==> src/rtl/fwd_hazard_ctrl.sv <==
// fwd_hazard_ctrl: EX-stage operand forwarding selects and load-use stall
// detection for the 5-stage LEGv8 pipeline, driven from a private shadow
// pipeline of destination-register info (EX, MEM, WB).
// Optional build macro FWD_HAZARD_STATS_EN adds saturating stall_count and
// fwd_count statistics outputs.
module fwd_hazard_ctrl #(
  parameter int unsigned REG_ADDR_W = 5,
  parameter int unsigned ZERO_REG   = 31
) (
  input  logic                  clk,
  input  logic                  reset,
  input  logic                  id_valid,
  input  logic [REG_ADDR_W-1:0] id_rn,
  input  logic [REG_ADDR_W-1:0] id_rm,
  input  logic                  id_use_rn,
  input  logic                  id_use_rm,
  input  logic [REG_ADDR_W-1:0] id_rd,
  input  logic                  id_reg_write,
  input  logic                  id_mem_read,
  input  logic                  flush,
  output logic [1:0]            fwd_a_sel,
  output logic [1:0]            fwd_b_sel,
  output logic                  stall,
  output logic                  ex_bubble
`ifdef FWD_HAZARD_STATS_EN
  ,
  output logic [31:0]           stall_count,
  output logic [31:0]           fwd_count
`endif
);

  localparam logic [1:0] SEL_RF  = 2'd0;
  localparam logic [1:0] SEL_WB  = 2'd1;
  localparam logic [1:0] SEL_MEM = 2'd2;
  localparam logic [REG_ADDR_W-1:0] ZR = REG_ADDR_W'(ZERO_REG);

  // Full instruction info needed while the instruction sits in EX
  typedef struct packed {
    logic                  valid;
    logic [REG_ADDR_W-1:0] rd;
    logic                  reg_write;
    logic                  mem_read;
    logic [REG_ADDR_W-1:0] rn;
    logic [REG_ADDR_W-1:0] rm;
    logic                  use_rn;
    logic                  use_rm;
  } ex_stage_t;

  // MEM and WB only ever act as forwarding sources, so only the destination
  // info is carried past EX
  typedef struct packed {
    logic                  valid;
    logic [REG_ADDR_W-1:0] rd;
    logic                  reg_write;
  } dst_stage_t;

  ex_stage_t  ex_q;
  ex_stage_t  ex_d;
  dst_stage_t mem_q;
  dst_stage_t wb_q;

  logic load_use;
  logic mem_src;
  logic wb_src;

  // Load-use hazard between the ID instruction and a load sitting in EX
  always_comb begin
    load_use = ex_q.valid & ex_q.mem_read & (ex_q.rd != ZR) & id_valid &
               ((id_use_rn & (id_rn == ex_q.rd)) |
                (id_use_rm & (id_rm == ex_q.rd)));
    stall    = load_use & ~flush;
  end

  // Next EX contents: a zeroed bubble unless a live instruction is admitted
  always_comb begin
    ex_d = '0;
    if (!(stall | flush | ~id_valid)) begin
      ex_d.valid     = 1'b1;
      ex_d.rd        = id_rd;
      ex_d.reg_write = id_reg_write;
      ex_d.mem_read  = id_mem_read;
      ex_d.rn        = id_rn;
      ex_d.rm        = id_rm;
      ex_d.use_rn    = id_use_rn;
      ex_d.use_rm    = id_use_rm;
    end
  end

  // Shadow pipeline advance
  always_ff @(posedge clk) begin
    if (reset) begin
      ex_q  <= '0;
      mem_q <= '0;
      wb_q  <= '0;
    end else begin
      wb_q  <= mem_q;
      mem_q <= '{valid: ex_q.valid, rd: ex_q.rd, reg_write: ex_q.reg_write};
      ex_q  <= ex_d;
    end
  end

  // Forwarding selects; EX/MEM beats MEM/WB when both match
  always_comb begin
    mem_src   = mem_q.valid & mem_q.reg_write & (mem_q.rd != ZR);
    wb_src    = wb_q.valid & wb_q.reg_write & (wb_q.rd != ZR);
    fwd_a_sel = SEL_RF;
    fwd_b_sel = SEL_RF;
    if (ex_q.valid) begin
      if (ex_q.use_rn & mem_src & (mem_q.rd == ex_q.rn)) begin
        fwd_a_sel = SEL_MEM;
      end else if (wb_src & (wb_q.rd == ex_q.rn)) begin
        fwd_a_sel = SEL_WB;
      end
      if (ex_q.use_rm & mem_src & (mem_q.rd == ex_q.rm)) begin
        fwd_b_sel = SEL_MEM;
      end else if (wb_src & (wb_q.rd == ex_q.rm)) begin
        fwd_b_sel = SEL_WB;
      end
    end
  end

  assign ex_bubble = ~ex_q.valid;

`ifdef FWD_HAZARD_STATS_EN
  // Saturating statistics counters
  always_ff @(posedge clk) begin
    if (reset) begin
      stall_count <= 32'd0;
      fwd_count   <= 32'd0;
    end else begin
      if (stall && (stall_count != 32'hFFFF_FFFF)) begin
        stall_count <= stall_count + 32'd1;
      end
      if (((fwd_a_sel != SEL_RF) || (fwd_b_sel != SEL_RF)) &&
          (fwd_count != 32'hFFFF_FFFF)) begin
        fwd_count <= fwd_count + 32'd1;
      end
    end
  end
`else
  // Core-only build: no statistics state
`endif

endmodule

==> config.mk <==
export PLATFORM = sky130hd
export DESIGN_NAME = fwd_hazard_ctrl
export DESIGN_NICKNAME = d
export VERILOG_FILES = /design/src/rtl/fwd_hazard_ctrl.sv
export SDC_FILE = /design/constraint.sdc
export NUM_CORES = 1
export LEC_CHECK = 0
export ABC_CLOCK_PERIOD_IN_PS = 1900
export CAP_MARGIN = 40
export CORE_ASPECT_RATIO = 1.4
export CORE_MARGIN = 5
export CORE_UTILIZATION = 40
export CTS_CLUSTER_DIAMETER = 30
export CTS_CLUSTER_SIZE = 28
export DETAILED_ROUTE_END_ITERATION = 8
export PLACE_DENSITY_LB_ADDON = 0.2
export RECOVER_POWER = 25
export SYNTH_ARGS = -nofsm -noshare
export SYNTH_HDL_FRONTEND = slang
export SYNTH_SLANG_ARGS = --single-unit
==> constraint.sdc <==
create_clock -name clk -period 1.9 [get_ports clk]
set_clock_uncertainty 0.15 [all_clocks]
set_input_delay 0.285 -clock clk [delete_from_list [all_inputs] [get_ports clk]]
set_output_delay 0.285 -clock clk [all_outputs]
set_load 0.02 [all_outputs]
# Word level (Yosys, flattened, before mapping)
# Cells that the tools add are included.
# word_totals
regBits	34
in_bits	23
# classes
eq_ne	9
muxes	7
bitwise_logic	23
reduce_logical	1
# op_table
operator	count
equality test 5 bit	6
two-way mux 20 bit	1
AND 1 bit	17
!= test 5 bit, second input constant	3
two-way mux 2 bit	4
NOT 1 bit	3
OR 1 bit	3
two-way mux 1 bit	2
OR reduction 2 bit	1

# Longest topological paths before layout
# Gate-level depths: netlist (run 1).
# depth
word_depth	8
mapped_depth	5
depth_no_buf	4

# Least setup slack after synthesis (run 1)
# Ideal clock, no wire load.
# synth_timing
path_kind	reg-to-output
from	register mem_q[3] in the netlist's numbering
to	output fwd_a_sel[0]
arrival_time_ps	1320
setup_slack_ps	145
stages_incl_launch_ff	5
path_buffers	0
path_cell_list	dfxtp_1 > nand3_1 > o211ai_1 > nor3_1 > nor3_1
# synth_between
elab_chain_len	6
elab_cells_between_ends	7
cone_classes	eq/ne (2); mux (2); bitwise (3)
# synth_rtl
item	line	source
start, declared	59	dst_stage_t mem_q;
start signal, assigned	97	mem_q <= '{valid: ex_q.valid, rd: ex_q.rd, reg_write: ex_q.reg_write};
!= test 5 bit	104	mem_src = mem_q.valid & mem_q.reg_write & (mem_q.rd != ZR);
AND 1 bit	104	
AND 1 bit	109	if (ex_q.use_rn & mem_src & (mem_q.rd == ex_q.rn)) begin
AND 1 bit *	109	
two-way mux 2 bit *	109	
two-way mux 2 bit *	108	if (ex_q.valid) begin
end, declared	21	output logic [1:0] fwd_a_sel,
# Mark *: on every way between the ends. The rest lies on a longest branch, timed or not.

# Worst setup path after layout (run 1)
# layout_timing
from	register mem_q[5] in the netlist's numbering
to	output fwd_a_sel[1]
# The elaborated chain is that of the path after synthesis.

==> reports/metrics.yaml, run 1 <==
synth_fa_ha_area_share_pct: 0
netlist_instances: 156
ir_drop_mv: 0.585
synthMuxAreaShare_pct: 0
status: "finished, violations left"
synth_compound_area_share_pct: 12.0
coreArea_um2: 3610
diodes: 0
cts_tree: "done"
totalWireLength_um: 3490
tightest_slew_ps: 632
ant_nets: 0
final_area_um2: 2150
synth_area_per_cell_um2: 9.52
dpl.cell_count: 239
die_h_um: 82.1
max_stage_delay_ps: 340
fillers: 318
wl_met1_um: 1260
vias: 1242
hold_path_depth: 3
nets: 231
cts.reportedPaths.clkPinSlew_ps: 70
hold_viol_final: 0
path_delay_family: "buffers and inverters"
syn-cell-area_um2: 1490
clockBufferDepth: 2
pre_cts_ws_ps: -586
root_buffer: "clkbuf_8"
h-tree-depth: 2
min_period_ps: 1920
dpl_cell_area_um2: 1930
cp.depth: 5
viasPerCell: 4.95
crit_chain: "nand2_2 -> o211ai_1 -> buf_4 -> nor4_2 -> buf_4"
final_cells: 251
rsz0062_at_grt: "yes"
slew_violations: 0
overflow: 0
crit_fanout: 4
place_hpwl_um: 2690
worst_hold_slack_ps: 162
synth_xor_area_share_pct: 17.7
die-area_um2: 5050
relSlewSlack_pct: 57.8
drc: 0
critical_path_arrival_ps: 1480
wire_per_inst_um: 13.9
critical_path.startpoint_type: "flip-flop"
fmax_mhz: 521
io_buffers: 28
crit_path_end_kind: "primary output"
tns_ps: -17.6
required_ps: 1460
synthSimpleGateAreaFrac_pct: 19.6
r2r_cells: 8
row_count: 26
clk_latency_ps: 290
hp-class: "primary input to flip-flop"
path_buf_inv: 2
seq_area_frac_synth_pct: 45.8
grt_pass1_vias: 1376
crit_path_top_delay_cell: "dfxtp_2"
drtIter0Drc: 23
ys_seq_elements: 34
power.density_nw_per_um2: 677
critPathKind: "flip-flop to primary output"
cpMostUsedCell: "buf_4"
ys_types: 22
violations: "negative setup slack"
p_leak_nw: 0.878
synth.net_count: 179
num_io_pins: 29
cts_buffers: 5
synthToLayoutAreaGrowth_pct: 44.5
met2_wirelength_um: 2010
maxCapViolations: 0
fin_crit_sh_pct: 101
routabilityCongestion: 0.861
initial_core_util_pct: 41.1
wl_met3_um: 116
die_width_um: 61.5
grt_max_degree: 21
cts_sinks: 34
ys_warn_count: 0
grt_first_pass_wirelength_um: 5850
finalWorstSetupSlack_ps: -17.6
p_total_mw: 1.45
first_pass_iters: 4
highest_layer: "met4"
utilization_pct: 59.4
grt_use_total_pct: 15.7
setup_viol: 1
antenna_found_initial: 0
drive_gt1_share_pct: 33.5
synth_top_family_by_area: "simple AND/OR/NAND/NOR gates"
[final cells by class]
cell class	instances	area (um2)	area share, %
well taps	42	52.6	2.45
inverters	8	30.0	1.40
clock buffers	7	86.3	4.02
clock inverters	1	5.00	0.233
repair buffers	52	437	20.3
multi-input cells	107	837	39.0
flip-flops and latches	34	698	32.5
[synthesized netlist by cell type]
cell       n  area (um2)
nor2b_1   13        81.3
dfxtp_1   34         681
xnor2_1   24         210
nand4_1    5        31.3
clkbuf_1   2        7.51
nor3_1     6        30.0
buf_4      1        7.51
and3_1     2        12.5
inv_1      8        30.0
a211oi_2   7        87.6
o211ai_1   1        7.51
o22ai_2    1        12.5
a31oi_1    1        6.26
and3b_1    1        8.76
nor4_1     2        12.5
nand2_1    6        22.5
buf_6      1        11.3
nor2_1     2        7.51
nand3_1   17        85.1
xor2_1     6        52.6
buf_2      3        15.0
a21oi_1   13        65.1
[flip-flops by register name, summed over array words and instances, names as in the netlist]
name	cells
wb_q	7
ex_q	20
mem_q	7
[power by group]
part | leakage [nW] | switching, mW | internal [mW] | total [mW]
Sequential | 0.281 | 0.0149 | 0.727 | 0.742
Combinational | 0.548 | 0.0739 | 0.0918 | 0.166
Clock | 0.0482 | 0.253 | 0.292 | 0.545
[cell families after synthesis]
logic type	Yosys count
simple gates	54
xor+xnor	30
buf+inv	15
compound gates	23
flops	34
[what timing repair did]
item / 4_1_cts / 5_1_grt
setup endpoints to repair: 5 / 10
resized for setup: 48 / 19
buffers inserted: 4 / 0
pin swaps: 6 / 10
hold buffers: 0 / 0
[per-layer routing]
layer | vias up | GRT usage (%)
met3 | 8 | 3.42
li1 | 635 | -
met5 | - | 0
met4 | 0 | 8.07
met1 | 574 | 15.8
met2 | 25 | 28.9
[worst min-delay path, stage by stage]
cell,delay (ps)
dlymetal6s2s_1,140
nand3_1,90
a21oi_1,40
[final timing paths]
path / start / end / slack, ps
worst max-delay path: mem_q[5] / fwd_a_sel[1] / -20
worst min-delay path: id_rn[1] / ex_q[8] / 160
worst max register to register: ex_q[18] / ex_q[13] / 130
worst min register to register: ex_q[13] / mem_q[0] / 290
[placed cells by master, fill, tap and decap left out, drive strengths merged, types with 2 or more instances in the layout]
master         synthesis  layout
a211oi                 7       7
a21oi                 13      13
and3                   2       2
buf                    5      28
clkbuf                 2       8
clkdlybuf4s50          0      12
dfxtp                 34      34
dlygate4sd2            0       9
inv                    8       8
nand2                  6       6
nand3                 17      17
nand4                  5       5
nor2                   2       2
nor2b                 13      13
nor3                   6       6
nor4                   2       2
xnor2                 24      24
xor2                   6       6
No activity file was read; power rests on OpenSTA's default activity.
==> run 2: changes to the inputs <==
--- a/config.mk
+++ b/config.mk
@@ -8,7 +8,7 @@
 export ABC_CLOCK_PERIOD_IN_PS = 1900
 export CAP_MARGIN = 40
 export CORE_ASPECT_RATIO = 1.4
-export CORE_MARGIN = 5
+export CORE_MARGIN = 8
 export CORE_UTILIZATION = 40
 export CTS_CLUSTER_DIAMETER = 30
 export CTS_CLUSTER_SIZE = 28
==> reports/metrics.yaml, run 2 (synthesis results as in run 1) <==
grt_max_degree: 21  # unchanged
synthToLayoutAreaGrowth_pct: 45.4
grt_use_total_pct: 13.3  # -2.4 points
totalWireLength_um: 3540  # +1.6%
clk_latency_ps: 280  # about the same
maxCapViolations: 0  # unchanged
crit_fanout: 4  # unchanged
io_buffers: 28  # unchanged
final_cell_mix: "24 x buf_4, 22 x dfxtp_1, 18 x xnor2_1"
row_count: 26  # unchanged
ir_drop_mv: 0.572  # -2.1%
violations: "negative setup slack"
rsz0062_at_grt: "yes"
largestRegisters: "ex_q x20, mem_q x7, wb_q x7"
cts_sinks: 34  # unchanged
setup_viol: 1  # unchanged
cpMostUsedCell: "buf_4"
nets: 229  # -0.87%
finalWorstSetupSlack_ps: -51.6  # -34.0 ps
die_width_um: 67.5  # +9.8%
required_ps: 1460  # about the same
place_hpwl_um: 2770  # +2.9%
clockBufferDepth: 2  # unchanged
final_cells: 249  # -0.80%
critical_path.startpoint_type: "flip-flop"
fin_crit_sh_pct: 103  # +1.8 points
first_pass_iters: 4  # unchanged
cts_buffers: 5  # unchanged
ant_nets: 0  # unchanged
die-area_um2: 5950  # +18%
drive_gt1_share_pct: 33.3  # -0.16 points
root_buffer: "clkbuf_8"
overflow: 0  # unchanged
wl_met3_um: 154  # +33%
grt_first_pass_wirelength_um: 6070  # +3.7%
coreArea_um2: 3610  # unchanged
vias: 1261  # +1.5%
cts_tree: "done"
routabilityCongestion: 0.804  # -6.6%
crit_path_top_delay_cell: "dfxtp_4"
drc: 0  # unchanged
grt_pass1_vias: 1394  # +1.3%
crit_chain: "buf_6 -> xnor2_2 -> nand4_1 -> buf_4 -> nor4_4 -> buf_4"
min_period_ps: 1950  # +34.0 ps
die_h_um: 88.1  # +7.3%
hold_viol_final: 0  # unchanged
slew_violations: 0  # unchanged
fmax_mhz: 512  # -1.7%
max_stage_delay_ps: 360  # +20 ps
h-tree-depth: 2  # unchanged
p_leak_nw: 0.870  # -0.89%
viasPerCell: 5.06  # +2.3%
tightest_slew_ps: 655  # +22.5 ps
drtIter0Drc: 26  # +13%
crit_path_end_kind: "primary output"
status: "finished, violations left"
largest_register_ffs: 20  # unchanged
diodes: 0  # unchanged
highest_layer: "met4"
initial_core_util_pct: 41.1  # unchanged
antenna_found_initial: 0  # unchanged
path_buf_inv: 3  # +1
final_common_cell: "buf_4"
cts.reportedPaths.clkPinSlew_ps: 70  # about the same
top_register: "ex_q"
critical_path_arrival_ps: 1520  # +40 ps
path_delay_family: "buffers and inverters"
critPathKind: "flip-flop to primary output"
wl_met1_um: 1260  # +0.24%
power.density_nw_per_um2: 667  # -1.5%
num_io_pins: 29  # unchanged
tns_ps: -51.6  # -34.0 ps
wire_per_inst_um: 14.2  # +2.4%
met2_wirelength_um: 2040  # +1.5%
dpl.cell_count: 240  # +0.42%
hp-class: "primary input to flip-flop"
relSlewSlack_pct: 56.3  # -1.5 points
run 2: power breakdown:
group | switching (mW) | leakage (nW) | internal (mW) | total (mW)
Sequential | 0.0152 | 0.283 | 0.724 | 0.739
Combinational | 0.0762 | 0.538 | 0.0935 | 0.170
Clock | 0.240 | 0.0482 | 0.292 | 0.532
Total | 0.331 | 0.870 | 1.11 | 1.44
run 2: path summary, 6_finish.rpt:
path | cells past startpoint | start | endpoint | slack (ps)
max reg2reg | 5 | ex_q[16] | ex_q[5] | 420
max | 6 | mem_q[4] | fwd_a_sel[1] | -50
min reg2reg | 1 | ex_q[13] | mem_q[0] | 280
min | 3 | id_rn[1] | ex_q[8] | 200
run 2: final cells by class:
class | count | area (um2)
clock buffers | 7 | 86.3
clock inverters | 1 | 5.00
fillers | 322 | 1450
inverters | 8 | 30.0
multi-input cells | 107 | 847
flip-flops and latches | 34 | 708
well taps | 42 | 52.6
repair buffers | 50 | 430
run 2: worst reg2reg max path, stage by stage (launching register included):
cell and delay (ps):
dfxtp_2 340, xnor2_1 170, nand4_1 150, o22ai_2 150
buf_4 280, a21oi_1 110
run 2: through the flow:
stage          worst slack, ps  hold slack (ps)  util [%]  power (mW)  area, um2
2_1_floorplan              145              207         -       0.830       1490
3_3_place_gp              -549              273      53.7       0.917       1940
3_5_place_dp              -554              275      53.7       0.920       1940
4_1_cts                  -15.2              272      57.2        1.45       2070
5_1_grt                   -101              190      59.8        1.50       2160
6_report                 -51.6              196      59.8        1.44       2160
run 2: per-layer routing:
layer	track usage (%)	up-vias
li1	-	632
met1	12.4	591
met3	4.23	8
met4	5.15	0
met5	0	-
met2	25.2	30
run 2: timing repair:
action / CTS / global route
setup buffers: 0 / 1
gates cloned: 0 / 0
endpoints found under the hold margin: 0 / 0
hold buffers: 0 / 0
resized for setup: 53 / 23
endpoints found under the setup margin: 5 / 6
pin swaps: 6 / 11
==> run 3: changes to the inputs <==
--- a/config.mk
+++ b/config.mk
@@ -5,7 +5,7 @@
 export SDC_FILE = /design/constraint.sdc
 export NUM_CORES = 1
 export LEC_CHECK = 0
-export ABC_CLOCK_PERIOD_IN_PS = 1900
+export ABC_CLOCK_PERIOD_IN_PS = 2170
 export CAP_MARGIN = 40
 export CORE_ASPECT_RATIO = 1.4
 export CORE_MARGIN = 8
@@ -13,6 +13,7 @@
 export CTS_CLUSTER_DIAMETER = 30
 export CTS_CLUSTER_SIZE = 28
 export DETAILED_ROUTE_END_ITERATION = 8
+export HOLD_SLACK_MARGIN = 0.12
 export PLACE_DENSITY_LB_ADDON = 0.2
 export RECOVER_POWER = 25
 export SYNTH_ARGS = -nofsm -noshare
==> constraint.sdc (replaced) <==
create_clock -name clk -period 2.17 [get_ports clk]
set_clock_uncertainty 0.15 [all_clocks]
set_input_delay 0.3255 -clock clk [delete_from_list [all_inputs] [get_ports clk]]
set_output_delay 0.3255 -clock clk [all_outputs]
set_load 0.02 [all_outputs]
==> reports/metrics.yaml, run 3 (synthesis results as in run 1) <==
status: "finished, final reports clean"
nets: 217  # -5.2%
crit_path_end_kind: "primary output"
totalWireLength_um: 3330  # -6.1%
slew_violations: 0  # unchanged
place_hpwl_um: 2640  # -4.7%
grt_pass1_vias: 1278  # -8.3%
reg2reg_slack_ps: 610  # +190 ps
fin_crit_sh_pct: 95.9
ctsHoldBuffers: 0  # unchanged
p_leak_nw: 0.749  # -14%
num_io_pins: 29  # unchanged
h-tree-depth: 2  # unchanged
die-area_um2: 5950  # unchanged
final_cells: 237  # -4.8%
root_buffer: "clkbuf_8"
diodes: 0  # unchanged
cts_resized: 10  # -81%
finalWorstSetupSlack_ps: 88.2  # +140 ps
tns_ps: 0  # +51.6 ps
grt_max_degree: 21  # unchanged
cts_buffers: 5  # unchanged
largest_register_ffs: 20  # unchanged
viasPerCell: 5.00  # -1.2%
clockBufferDepth: 2  # unchanged
first_pass_iters: 4  # unchanged
whs_endpoint: "mem_q[0]"
cts_setup_buffers: 0  # unchanged
hp-class: "flip-flop to flip-flop"
row_count: 26  # unchanged
initial_core_util_pct: 41.1  # unchanged
routabilityCongestion: 0.805  # +0.12%
cts_tree: "done"
relSlewSlack_pct: 57.9  # +1.6 points
final_area_um2: 1940  # -10%
r2r_cells: 5  # unchanged
dpl.cell_count: 229  # -4.6%
vias: 1186  # -5.9%
grt_use_total_pct: 12.3  # -1.0 points
die_h_um: 88.1  # unchanged
overflow: 0  # unchanged
r2r_end: "ex_q[10]"
ir_drop_mv: 0.459  # -20%
die_width_um: 67.5  # unchanged
cts.reportedPaths.clkPinSlew_ps: 70  # about the same
maxCapViolations: 0  # unchanged
wire_per_inst_um: 14.0  # -1.3%
final_common_cell: "dfxtp_1"
crit_fanout: 2  # -2
clk_latency_ps: 280  # about the same
pre_cts_ws_ps: -373  # +181 ps
tightest_slew_ps: 631  # -23.6 ps
setup_viol: 0  # -1
r2r-start: "ex_q[14]"
largestRegisters: "ex_q x20, mem_q x7, wb_q x7"
fmax_mhz: 480
drtIter0Drc: 33  # +27%
hold_viol_final: 0  # unchanged
dpl_cell_area_um2: 1860  # -4.3%
min_period_ps: 2080
utilization_pct: 53.8  # -6.0 points
hold_path_depth: 1  # -2
drc: 0  # unchanged
worstHoldStart: "ex_q[13]"
critPathKind: "primary input to primary output"
synthToLayoutAreaGrowth_pct: 30.9
drive_gt1_share_pct: 15.4  # -18 points
io_buffers: 28  # unchanged
top_register: "ex_q"
critical_path_arrival_ps: 1610  # +90 ps
critical_path.startpoint_type: "primary input"
final_cell_mix: "34 x dfxtp_1, 24 x xnor2_1, 22 x clkdlybuf4s50_1"
ant_nets: 0  # unchanged
rsz0062_at_grt: "no"
grt_first_pass_wirelength_um: 5520  # -9.0%
coreArea_um2: 3610  # unchanged
cts_sinks: 34  # unchanged
antenna_found_initial: 0  # unchanged
power.density_nw_per_um2: 690  # +3.4%
required_ps: 1690  # +230 ps
-- run 3: cell types whose count changed in the layout (fill, tap and decap cells not counted), moves of 3 or more --
| cell | delta |
|---|---|
| xnor2_2 | -6 |
| xnor2_1 | +6 |
| clkdlybuf4s50_1 | +11 |
| dfxtp_2 | -7 |
| dfxtp_1 | +12 |
| nor3_1 | +3 |
| clkbuf_2 | +4 |
| dlygate4sd2_1 | -9 |
| buf_4 | -14 |
| dfxtp_4 | -5 |
| nor3_2 | -3 |
-- run 3: worst max path at each step --
stage | startpoint | end | slack [ps] | cells past startpoint
detailed placement | id_rm[1] | stall | -370 | 6
floorplan | mem_q[3] | fwd_a_sel[0] | 370 | 4
finish | id_rm[1] | stall | 90 | 6
global route | id_rm[1] | stall | 20 | 6
global placement | id_rm[3] | stall | -360 | 6
CTS | mem_q[5] | fwd_b_sel[1] | 0.6 | 5
-- run 3: final cells by class --
class                   instances  area (um2)
multi-input cells             107         746
clock buffers                   7        76.3
flip-flops and latches         34         681
inverters                       8        30.0
well taps                      42        52.6
repair buffers                 38         329
clock inverters                 1        30.0
fillers                       333        1670
-- run 3: worst max-delay path: stages --
cell and delay (ps):
clkdlybuf4s50_1 500, xnor2_1 140, nand4_1 120, o22ai_2 200, and3b_1 180, buf_4 140
-- run 3: power by group --
part           total, mW  internal (mW)  switching (mW)
Sequential         0.650          0.638          0.0123
Clock              0.560          0.343           0.216
Combinational      0.131         0.0743          0.0571
Total               1.34           1.06           0.286
-- run 3: layer usage --
layer | track usage, % | part of all wire [%]
met1 | 11.6 | 38
met2 | 21.6 | 54
met3 | 4.48 | 4.7
met4 | 7.25 | 2.7
met5 | 0 | 0
-- run 3: per-stage QoR --
stage | hold WS, ps | power, mW
final | 285 | 1.34
after global routing | 322 | 1.39
after CTS | 282 | 1.35
after detailed placement | 271 | 0.797
after global placement | 273 | 0.796
after floorplan | 247 | 0.727
